[src/rtl/tdm_demux4.sv]
// 1-to-4 time-division demultiplexer: steers round-robin samples to channels 0..3
// and presents each completed frame as one registered, double-buffered update.
module tdm_demux4 #(
    parameter int WIDTH = 8
) (
    input  logic             clk,
    input  logic             rst,
    input  logic             in_valid,
    input  logic             in_sof,
    input  logic [WIDTH-1:0] in_data,
    output logic [WIDTH-1:0] out0,
    output logic [WIDTH-1:0] out1,
    output logic [WIDTH-1:0] out2,
    output logic [WIDTH-1:0] out3,
    output logic             out_valid,
    output logic [1:0]       sel,
    output logic             locked,
    output logic             sync_err
);

    typedef enum logic {
        HUNT   = 1'b0,
        LOCKED = 1'b1
    } state_e;

    state_e           state_q, state_d;
    logic [1:0]       sel_q, sel_d;
    logic [WIDTH-1:0] stage_q [3];
    logic [WIDTH-1:0] stage_d [3];
    logic [WIDTH-1:0] out_q   [4];
    logic [WIDTH-1:0] out_d   [4];
    logic             out_valid_q, out_valid_d;
    logic             sync_err_q, sync_err_d;

    // NOTE: every variable gets a hold-value default before any branch, so no latches are inferred.
    always_comb begin
        state_d     = state_q;
        sel_d       = sel_q;
        stage_d     = stage_q;
        out_d       = out_q;
        out_valid_d = 1'b0;
        sync_err_d  = 1'b0;

        if (in_valid) begin
            unique case (state_q)
                HUNT: begin
                    if (in_sof) begin
                        stage_d[0] = in_data;
                        sel_d      = 2'd1;
                        state_d    = LOCKED;
                    end
                end
                LOCKED: begin
                    if (in_sof) begin
                        // SOF mid-frame abandons the partial frame but still resyncs on this beat.
                        sync_err_d = (sel_q != 2'd0);
                        stage_d[0] = in_data;
                        sel_d      = 2'd1;
                    end else begin
                        unique case (sel_q)
                            2'd0: begin
                                sync_err_d = 1'b1;
                                state_d    = HUNT;
                            end
                            2'd1: begin
                                stage_d[1] = in_data;
                                sel_d      = 2'd2;
                            end
                            2'd2: begin
                                stage_d[2] = in_data;
                                sel_d      = 2'd3;
                            end
                            2'd3: begin
                                out_d[0]    = stage_q[0];
                                out_d[1]    = stage_q[1];
                                out_d[2]    = stage_q[2];
                                out_d[3]    = in_data;
                                out_valid_d = 1'b1;
                                sel_d       = 2'd0;
                            end
                            default: ;
                        endcase
                    end
                end
                default: state_d = HUNT;
            endcase
        end
    end

    // NOTE: sequential state uses non-blocking assignments only; the small staging and output
    // arrays are reset too, so a reset mid-frame leaves nothing stale behind.
    always_ff @(posedge clk or posedge rst) begin
        if (rst) begin
            state_q     <= HUNT;
            sel_q       <= 2'd0;
            out_valid_q <= 1'b0;
            sync_err_q  <= 1'b0;
            for (int i = 0; i < 3; i++) stage_q[i] <= '0;
            for (int i = 0; i < 4; i++) out_q[i]   <= '0;
        end else begin
            state_q     <= state_d;
            sel_q       <= sel_d;
            out_valid_q <= out_valid_d;
            sync_err_q  <= sync_err_d;
            stage_q     <= stage_d;
            out_q       <= out_d;
        end
    end

    assign out0      = out_q[0];
    assign out1      = out_q[1];
    assign out2      = out_q[2];
    assign out3      = out_q[3];
    assign out_valid = out_valid_q;
    assign sel       = sel_q;
    assign locked    = (state_q == LOCKED);
    assign sync_err  = sync_err_q;

endmodule

[config.mk]
export PLATFORM = sky130hd
export DESIGN_NAME = tdm_demux4
export DESIGN_NICKNAME = d
export VERILOG_FILES = /design/src/rtl/tdm_demux4.sv
export SDC_FILE = /design/constraint.sdc
export NUM_CORES = 1
export LEC_CHECK = 0
export CAP_MARGIN = 30
export CORE_AREA = 2 2 53 105
export DETAILED_ROUTE_END_ITERATION = 6
export DIE_AREA = 0 0 55 107
export GPL_TIMING_DRIVEN = 1
export PLACE_DENSITY = 0.74
export SLEW_MARGIN = 20
export SYNTH_ARGS = -nofsm -noshare
export SYNTH_HDL_FRONTEND = slang
export SYNTH_SLANG_ARGS = --single-unit
[constraint.sdc]
create_clock -name clk -period 3.2 [get_ports clk]
set_clock_uncertainty 0.15 [all_clocks]
set_input_delay 0.96 -clock clk [delete_from_list [all_inputs] [get_ports clk]]
set_output_delay 0.96 -clock clk [all_outputs]
set_load 0.01 [all_outputs]
# Word-level counts from Yosys, hierarchy flattened
# Cells that the tools add are included.
# totals
register_bits	61
elab_cells	42
output_inout_bits	37
inputBits	12
# classes
n_reduce_logical	7
bitwise	2
n_mux	17
n_eq_ne	5
# ops
cell	n
$reduce_and 4->1	3
$mux 1	11
$mux 8	1
$pmux 2 s3	1
$ne 5x2->1 const B	1
$eq 2x2->1 const B	2
$mux 2	2
$pmux 2 s2	1
$reduce_and 3->1	1
$eq 2x1->1 const B	1
$logic_not 2->1	1
$ne 2x2->1 const B	1
$not 1->1	2
$pmux 1 s2	1
$reduce_and 2->1	1
$reduce_bool 2->1	1

# Depth between registers and ports, before layout
# Gate-level depths: netlist of run 1.
# logic_depth
word_depth	5
ltp_mapped	4
depth_no_buf	3

# Worst setup path after synthesis of run 1
# No wires, ideal clock.
# synth_path
path_type	input to register
startpoint	input in_valid
endpoint	register stage_q[0] in the netlist's numbering
setup_slack_ns	1.132
required_time_ns	2.925
setup_ns	0.125
t_arrival_ns	1.793
n_path_buf	2
cell_stages	4
cell_sequence	buf_2 -> and4b_1 -> buf_4 -> mux2_2
# synth_between
elab_chain_len	1
# synth_rtl
element	line_no	source
start, declared	8	input logic in_valid,
$reduce_and 4->1 (no source line)	--	
end signal, assigned	105	stage_q <= stage_d;
end, declared	28	logic [WIDTH-1:0] stage_q [3];
# Every way passes these cells.
# A chain may end at the register's enable or synchronous reset.

# Final worst setup path of run 1
# layout_path
startpoint	register sel_q[0], in the netlist sel[0]
endpoint	output sel[0]
# layout_lines
element	line_no	source
start, declared	27	logic [1:0] sel_q, sel_d;
start signal, assigned	102	sel_q <= sel_d;
end, declared	16	output logic [1:0] sel,
# No word-level cell between the ends.

==> impl_metrics.toml, run 1 <==
[yosys]
synthCells = 145
ys_ff_latch = 61
yosysWarnings = 0
synthTopCellsByArea = "dfrtp_1, mux2_4, mux2_2, buf_6, nand4_4"
async_flop_share_pct = 100
synth_edf_count = 0
ys_types = 19
yosysMostFrequentCell = "dfrtp_1"
synth_top_area_share_pct = 61.7
yosys-top-cells-count = "dfrtp_1, mux2_4, mux2_2"
synth-main-ff-cell = "dfrtp_1"
synth.net_count = 158
seq_area_frac_synth_pct = 61.7
synth_area_mm2 = 0.00247
yosysTopAreaCell = "dfrtp_1"
syn_area_per_cell_um2 = 17.1

[cts]
ctsHoldBuffers = 0
post_cts_resize_count = 0
tritoncts = "done"
clk_pin_slew_worst_paths_ns = 0.07
clock-sinks = 61
numCtsBuffers = 9
clk_path_buf_depth = 2
postCtsSetupBuffers = 0
worstSkewPairLatency_ns = 0.33
cts_htree_levels = 3
root_buffer = "clkbuf_8"

[power]
seqPwrFrac_pct = 40.9
p_leak_uw = 0.00155
p_int_uw = 2310
clock_power_share_pct = 26.6
sw_frac_of_total_pct = 26.7
p_comb_share_pct = 32.5
powerDensity_mw_per_mm2 = 967
p_total_uw = 3150
switchingPower_uw = 841
peakVddDrop_mv = 0.651

[route]
via_count = 1417
vias_per_cell = 5.37
drt_iter0_drc = 27
avgRoutedWirePerCell_um = 18.4
route.detailed.drc = 0
firstDrtPassIters = 4
wirelength_mm = 4.86
ant_nets = 0

[worst_hold_path]
min_from = "stage_q[13]"
hp-class = "reg -> reg"
hold_path_depth = 1
hold-path-endpoint = "out1[5]"

[setup_path]
slowest_stage = "clkdlybuf4s50_1"
setup.worst_path.class = "reg -> out"
setup.worst_path.end_class = "primary output"
crit_family = "buffers and inverters"
cp_data_arrival_time_ns = 1.47
crit_buf_inv = 1
worstPathRequired_ns = 2.09
crit_path_max_fanout = 9
ff2ff_setup_slack_ns = 1.28
path_cells = "clkdlybuf4s50_1"
cpPeakStageDelay_ns = 0.61
critPathLaunchType = "flip-flop"
worstReg2RegEnd = "stage_q[6]"
regToRegStartpoint = "locked"
r2r_cells = 3

[placement]
globalplace.congestion = 0.730
io_buffers = 48
pre_cts_slack_ns = 0.317
hpwl_mm = 3.36

[finish]
multi_input_area_um2 = 877
regArea_mm2 = 0.00153
synthToLayoutAreaGrowth_pct = 31.6
nNetsFinal = 214
drive_gt1_share_pct = 37.9
diodes = 0
num-fill-cells = 386

[floorplan]
coreArea_mm2 = 0.00509
dieArea_mm2 = 0.00589
num_rows = 37
fp.dieW_um = 55
io_pins = 49
dieHeight_um = 107
initial_utilization_pct = 48.6

[grt]
grt_pass1_wl_mm = 7.99
grt_pass1_vias = 1554
gr-total-overflow = 0
grt_start_max_net_pins = 41
track_usage_pct = 19.6
antenna_found_initial = 0

[timing]
fin_ws_ns = 0.621
tns_ns = 0
hold_slack_ns = 0.361
timing.final.crit_share_pct = 80.6
slew_headroom_pct = 67.5
finalHoldViolCount = 0
worst_pin_slew_ns = 0.486
post-route-min-period_ns = 2.58
drv_slew = 0
report.final.setup_viol = 0
fmaxAchievable_mhz = 388
rsz0062_at_grt = "no"

[run]
drv_cap = 0

[status]
status = "completed"
==> power groups by stage <==
stage          Combinational (µW)  Clock [µW]  Sequential (µW)
6_report                     1020         839             1290
5_1_grt                      1100         891             1330
4_1_cts                      1040         858             1290
3_5_place_dp                 1030           0             1300
3_3_place_gp                  998           0             1280
2_1_floorplan                 466           0             1340
==> cells in the final DEF (no fill, tap or decap) <==
cell              n
mux2_4           29
bufinv_16         3
clkdlybuf4s50_1  48
mux2_2           27
inv_1             3
and4b_1           2
clkbuf_8         10
nand3b_1          1
dfrtp_1          61
and4_1            1
clkinv_2          1
clkinvlp_4        2
a22o_1            1
nor2_1            2
nand2_1           4
ha_1              1
inv_2             1
a21oi_1           2
o22ai_1           1
buf_12            1
buf_4             2
nor2b_4           1
nand4_4           1
a31oi_1           1
==> how the worst max path moves through the flow <==
stage	start	endpoint	slack [ns]	depth (start not counted)
floorplan	rst	locked	0.58	1
global placement	in_sof	stage_q[2]	0.38	4
detailed placement	in_valid	stage_q[2]	0.32	3
CTS	sel[0]	sel[0]	0.60	1
global route	sel[0]	sel[0]	0.56	1
finish	sel[0]	sel[0]	0.62	1
==> layer usage <==
layer  track usage (%)  share of wire [%]  vias to the layer above
met1              23.2                 37                      734
met3              5.71                3.8                       13
met4              10.8                3.0                        0
li1                  -                  -                      620
met5                 0                  0                        -
met2              30.8                 56                       50
==> state kept, by name, indices dropped and copies added (netlist names) <==
register   count
stage_q       24
out0           8
out1           8
out2           8
out3           8
sel            2
locked         1
out_valid      1
sync_err       1
==> metrics by stage <==
| stage | utilization [%] | instances | cell area, µm² |
|---|---|---|---|
| floorplan | - | 145 | 2470 |
| finish | 63.9 | 264 | 3250 |
| global route | 63.9 | 264 | 3250 |
| global placement | 59.0 | 248 | 3010 |
| CTS | 63.9 | 264 | 3250 |
| detailed placement | 59.0 | 248 | 3010 |
==> final cells by class <==
class / instances / share of cell area (%)
clock inverter: 6 / 3.38
clock buffer: 10 / 4.23
timing repair buffer: 51 / 15.8
tap: 58 / 2.23
multi-input combinational: 74 / 27.0
sequential: 61 / 46.9
inverter: 4 / 0.461
==> cell families (layout without fill, tap and decap cells) <==
family / Yosys count / in the layout / synth area share (%)
muxes: 56 / 56 / 29.9
buffers and inverters: 10 / 71 / 2.78
adders and majority gates: 1 / 1 / 0.506
AOI/OAI and AO/OA: 5 / 5 / 1.27
and+or+nand+nor: 12 / 12 / 3.80
DFF: 61 / 61 / 61.7
Power figures use the tool's default switching activity.
==> run 2: changes to the inputs <==
--- a/config.mk
+++ b/config.mk
@@ -6,11 +6,11 @@
 export NUM_CORES = 1
 export LEC_CHECK = 0
 export CAP_MARGIN = 30
-export CORE_AREA = 2 2 53 105
+export CORE_AREA = 2 2 55 109
 export DETAILED_ROUTE_END_ITERATION = 6
-export DIE_AREA = 0 0 55 107
+export DIE_AREA = 0 0 57 111
 export GPL_TIMING_DRIVEN = 1
-export PLACE_DENSITY = 0.74
+export PLACE_DENSITY = 0.72
 export SLEW_MARGIN = 20
 export SYNTH_ARGS = -nofsm -noshare
 export SYNTH_HDL_FRONTEND = slang
==> constraint.sdc (replaced) <==
create_clock -name clk -period 2.3 [get_ports clk]
set_clock_uncertainty 0.15 [all_clocks]
set_input_delay 0.69 -clock clk [delete_from_list [all_inputs] [get_ports clk]]
set_output_delay 0.69 -clock clk [all_outputs]
set_load 0.01 [all_outputs]
==> run 2 against run 1 <==
Critical endpoint is now locked. Total power grew 43%. Worst hold slack got worse by 0.017 ns. Sequential share of layout area fell by 1.7 points. Core utilization is 3.1 points lower. Largest cell class unchanged.
==> impl_metrics.toml, run 2 (synthesis results as in run 1) <==
[status]
status = "completed"

[placement]
globalplace.congestion = 0.701
hpwl_mm = 3.13
io_buffers = 48
dp.cells = 259

[run]
drv_cap = 0

[setup_path]
crit_path_max_fanout = 8
crit_buf_inv = 1
setup.worst_path.end_class = "primary output"
critPathLaunchType = "flip-flop"
slowest_stage = "clkdlybuf4s50_1"
r2r_cells = 4
ff2ff_setup_slack_ns = 0.57
worstPathRequired_ns = 1.46
worstReg2RegEnd = "stage_q[7]"
setup.worst_path.class = "reg -> out"
regToRegStartpoint = "locked"
crit_family = "buffers and inverters"
cp_data_arrival_time_ns = 1.38
path_cells = "clkdlybuf4s50_1"
cpPeakStageDelay_ns = 0.59

[power]
p_leak_uw = 0.00162
sw_frac_of_total_pct = 26.2
p_int_uw = 3310
clock_power_share_pct = 28.0
p_comb_share_pct = 32.1
peakVddDrop_mv = 0.932
powerDensity_mw_per_mm2 = 1330
seqPwrFrac_pct = 39.9
switchingPower_uw = 1180

[worst_hold_path]
hp-class = "reg -> reg"
min_from = "stage_q[17]"
hold-path-endpoint = "out0[1]"
hold_path_depth = 1

[cts]
ctsHoldBuffers = 0
worstSkewPairLatency_ns = 0.32
clk_path_buf_depth = 2
tritoncts = "done"
clock-sinks = 61
root_buffer = "clkbuf_16"
numCtsBuffers = 9
clk_pin_slew_worst_paths_ns = 0.05
cts_htree_levels = 3

[timing]
slew_headroom_pct = 82.2
report.final.setup_viol = 0
finalHoldViolCount = 0
fmaxAchievable_mhz = 451
post-route-min-period_ns = 2.22
hold_slack_ns = 0.344
timing.final.crit_share_pct = 96.4
worst_pin_slew_ns = 0.266
rsz0062_at_grt = "no"
drv_slew = 0

[route]
vias_per_cell = 5.03
wirelength_mm = 4.61
drt_iter0_drc = 12
ant_nets = 0
avgRoutedWirePerCell_um = 16.8
route.detailed.drc = 0
via_count = 1377
firstDrtPassIters = 4

[grt]
track_usage_pct = 16.4
grt_pass1_vias = 1539
grt_start_max_net_pins = 52
gr-total-overflow = 0
antenna_found_initial = 0
grt_pass1_wl_mm = 7.82

[finish]
layout_common_cells = "dfrtp_1, clkdlybuf4s50_1, mux2_4"
largest_reg_flops = 24
top_register = "stage_q"
drive_gt1_share_pct = 40.8
diodes = 0
finish.utilization_pct = 60.8
nNetsFinal = 222
num-fill-cells = 443
mostFrequentLayoutCell = "dfrtp_1"
layoutNonFillerInstCount = 274
synthToLayoutAreaGrowth_pct = 36.8

[floorplan]
dieHeight_um = 111
num_rows = 39
io_pins = 49
coreArea_mm2 = 0.00556
initial_utilization_pct = 44.4
dieArea_mm2 = 0.00633
fp.dieW_um = 57
run 2: timing repair:
action | in CTS | in global routing
pin swaps | 0 | 0
setup endpoints to repair | 1 | 1
gates cloned | 0 | 0
gates resized for setup | 1 | 1
buffers inserted | 0 | 0
run 2: metal layers:
layer  wire [µm]  track usage, %  vias to the layer above
met2        2280            24.9                       47
met5           0               0                        -
li1            -               -                      636
met3         266            5.83                       10
met4          97            7.44                        0
met1        1970            20.7                      684
run 2: metrics by stage:
step	instance area [µm²]	total power, µW	setup slack (ns)	TNS [ns]
global placement	3100	3200	-0.0206	-0.121
detailed placement	3100	3250	-0.0630	-0.584
floorplan	2480	2510	0.502	0
global route	3380	4730	0.0276	0
finish	3380	4490	0.0834	0
CTS	3380	4550	0.0180	0
run 2: worst max path at each step:
| stage | start | endpoint | slack (ns) | depth (start not counted) |
|---|---|---|---|---|
| global route | locked | locked | 0.03 | 1 |
| global placement | in_sof | stage_q[1] | -0.02 | 5 |
| floorplan | in_valid | stage_q[0] | 0.50 | 4 |
| finish | locked | locked | 0.08 | 1 |
| detailed placement | in_sof | stage_q[7] | -0.06 | 5 |
| CTS | sel[1] | sel[1] | 0.02 | 1 |
run 2: power groups by stage:
| stage | sequential, µW | combinational (µW) | clock [µW] |
|---|---|---|---|
| 2_1_floorplan | 1860 | 648 | 0 |
| 6_report | 1790 | 1440 | 1260 |
| 4_1_cts | 1800 | 1460 | 1290 |
| 3_5_place_dp | 1800 | 1450 | 0 |
| 3_3_place_gp | 1790 | 1410 | 0 |
| 5_1_grt | 1850 | 1540 | 1340 |
run 2: worst register-to-register path: stages, from the launching register on:
cell and delay, ns:
dfrtp_1 0.47, nor2b_4 0.23, and4b_1 0.27, buf_4 0.17
mux2_2 0.33
run 2: area by class of cell:
class	instances	area (µm²)	share of cell area (%)
clock buffers	9	225	6.66
clock inverters	6	55.1	1.63
inverters	4	18.8	0.555
multi-input cells	74	877	25.9
flip-flops and latches	61	1530	45.2
well taps	61	76.3	2.26
repair buffers	59	601	17.8
==> run 3: changes to the inputs <==
--- a/config.mk
+++ b/config.mk
@@ -5,7 +5,6 @@
 export SDC_FILE = /design/constraint.sdc
 export NUM_CORES = 1
 export LEC_CHECK = 0
-export CAP_MARGIN = 30
 export CORE_AREA = 2 2 55 109
 export DETAILED_ROUTE_END_ITERATION = 6
 export DIE_AREA = 0 0 57 111
==> results of run 3 <==
Same layout as run 2: the final DEF is identical, and so are final timing and power.
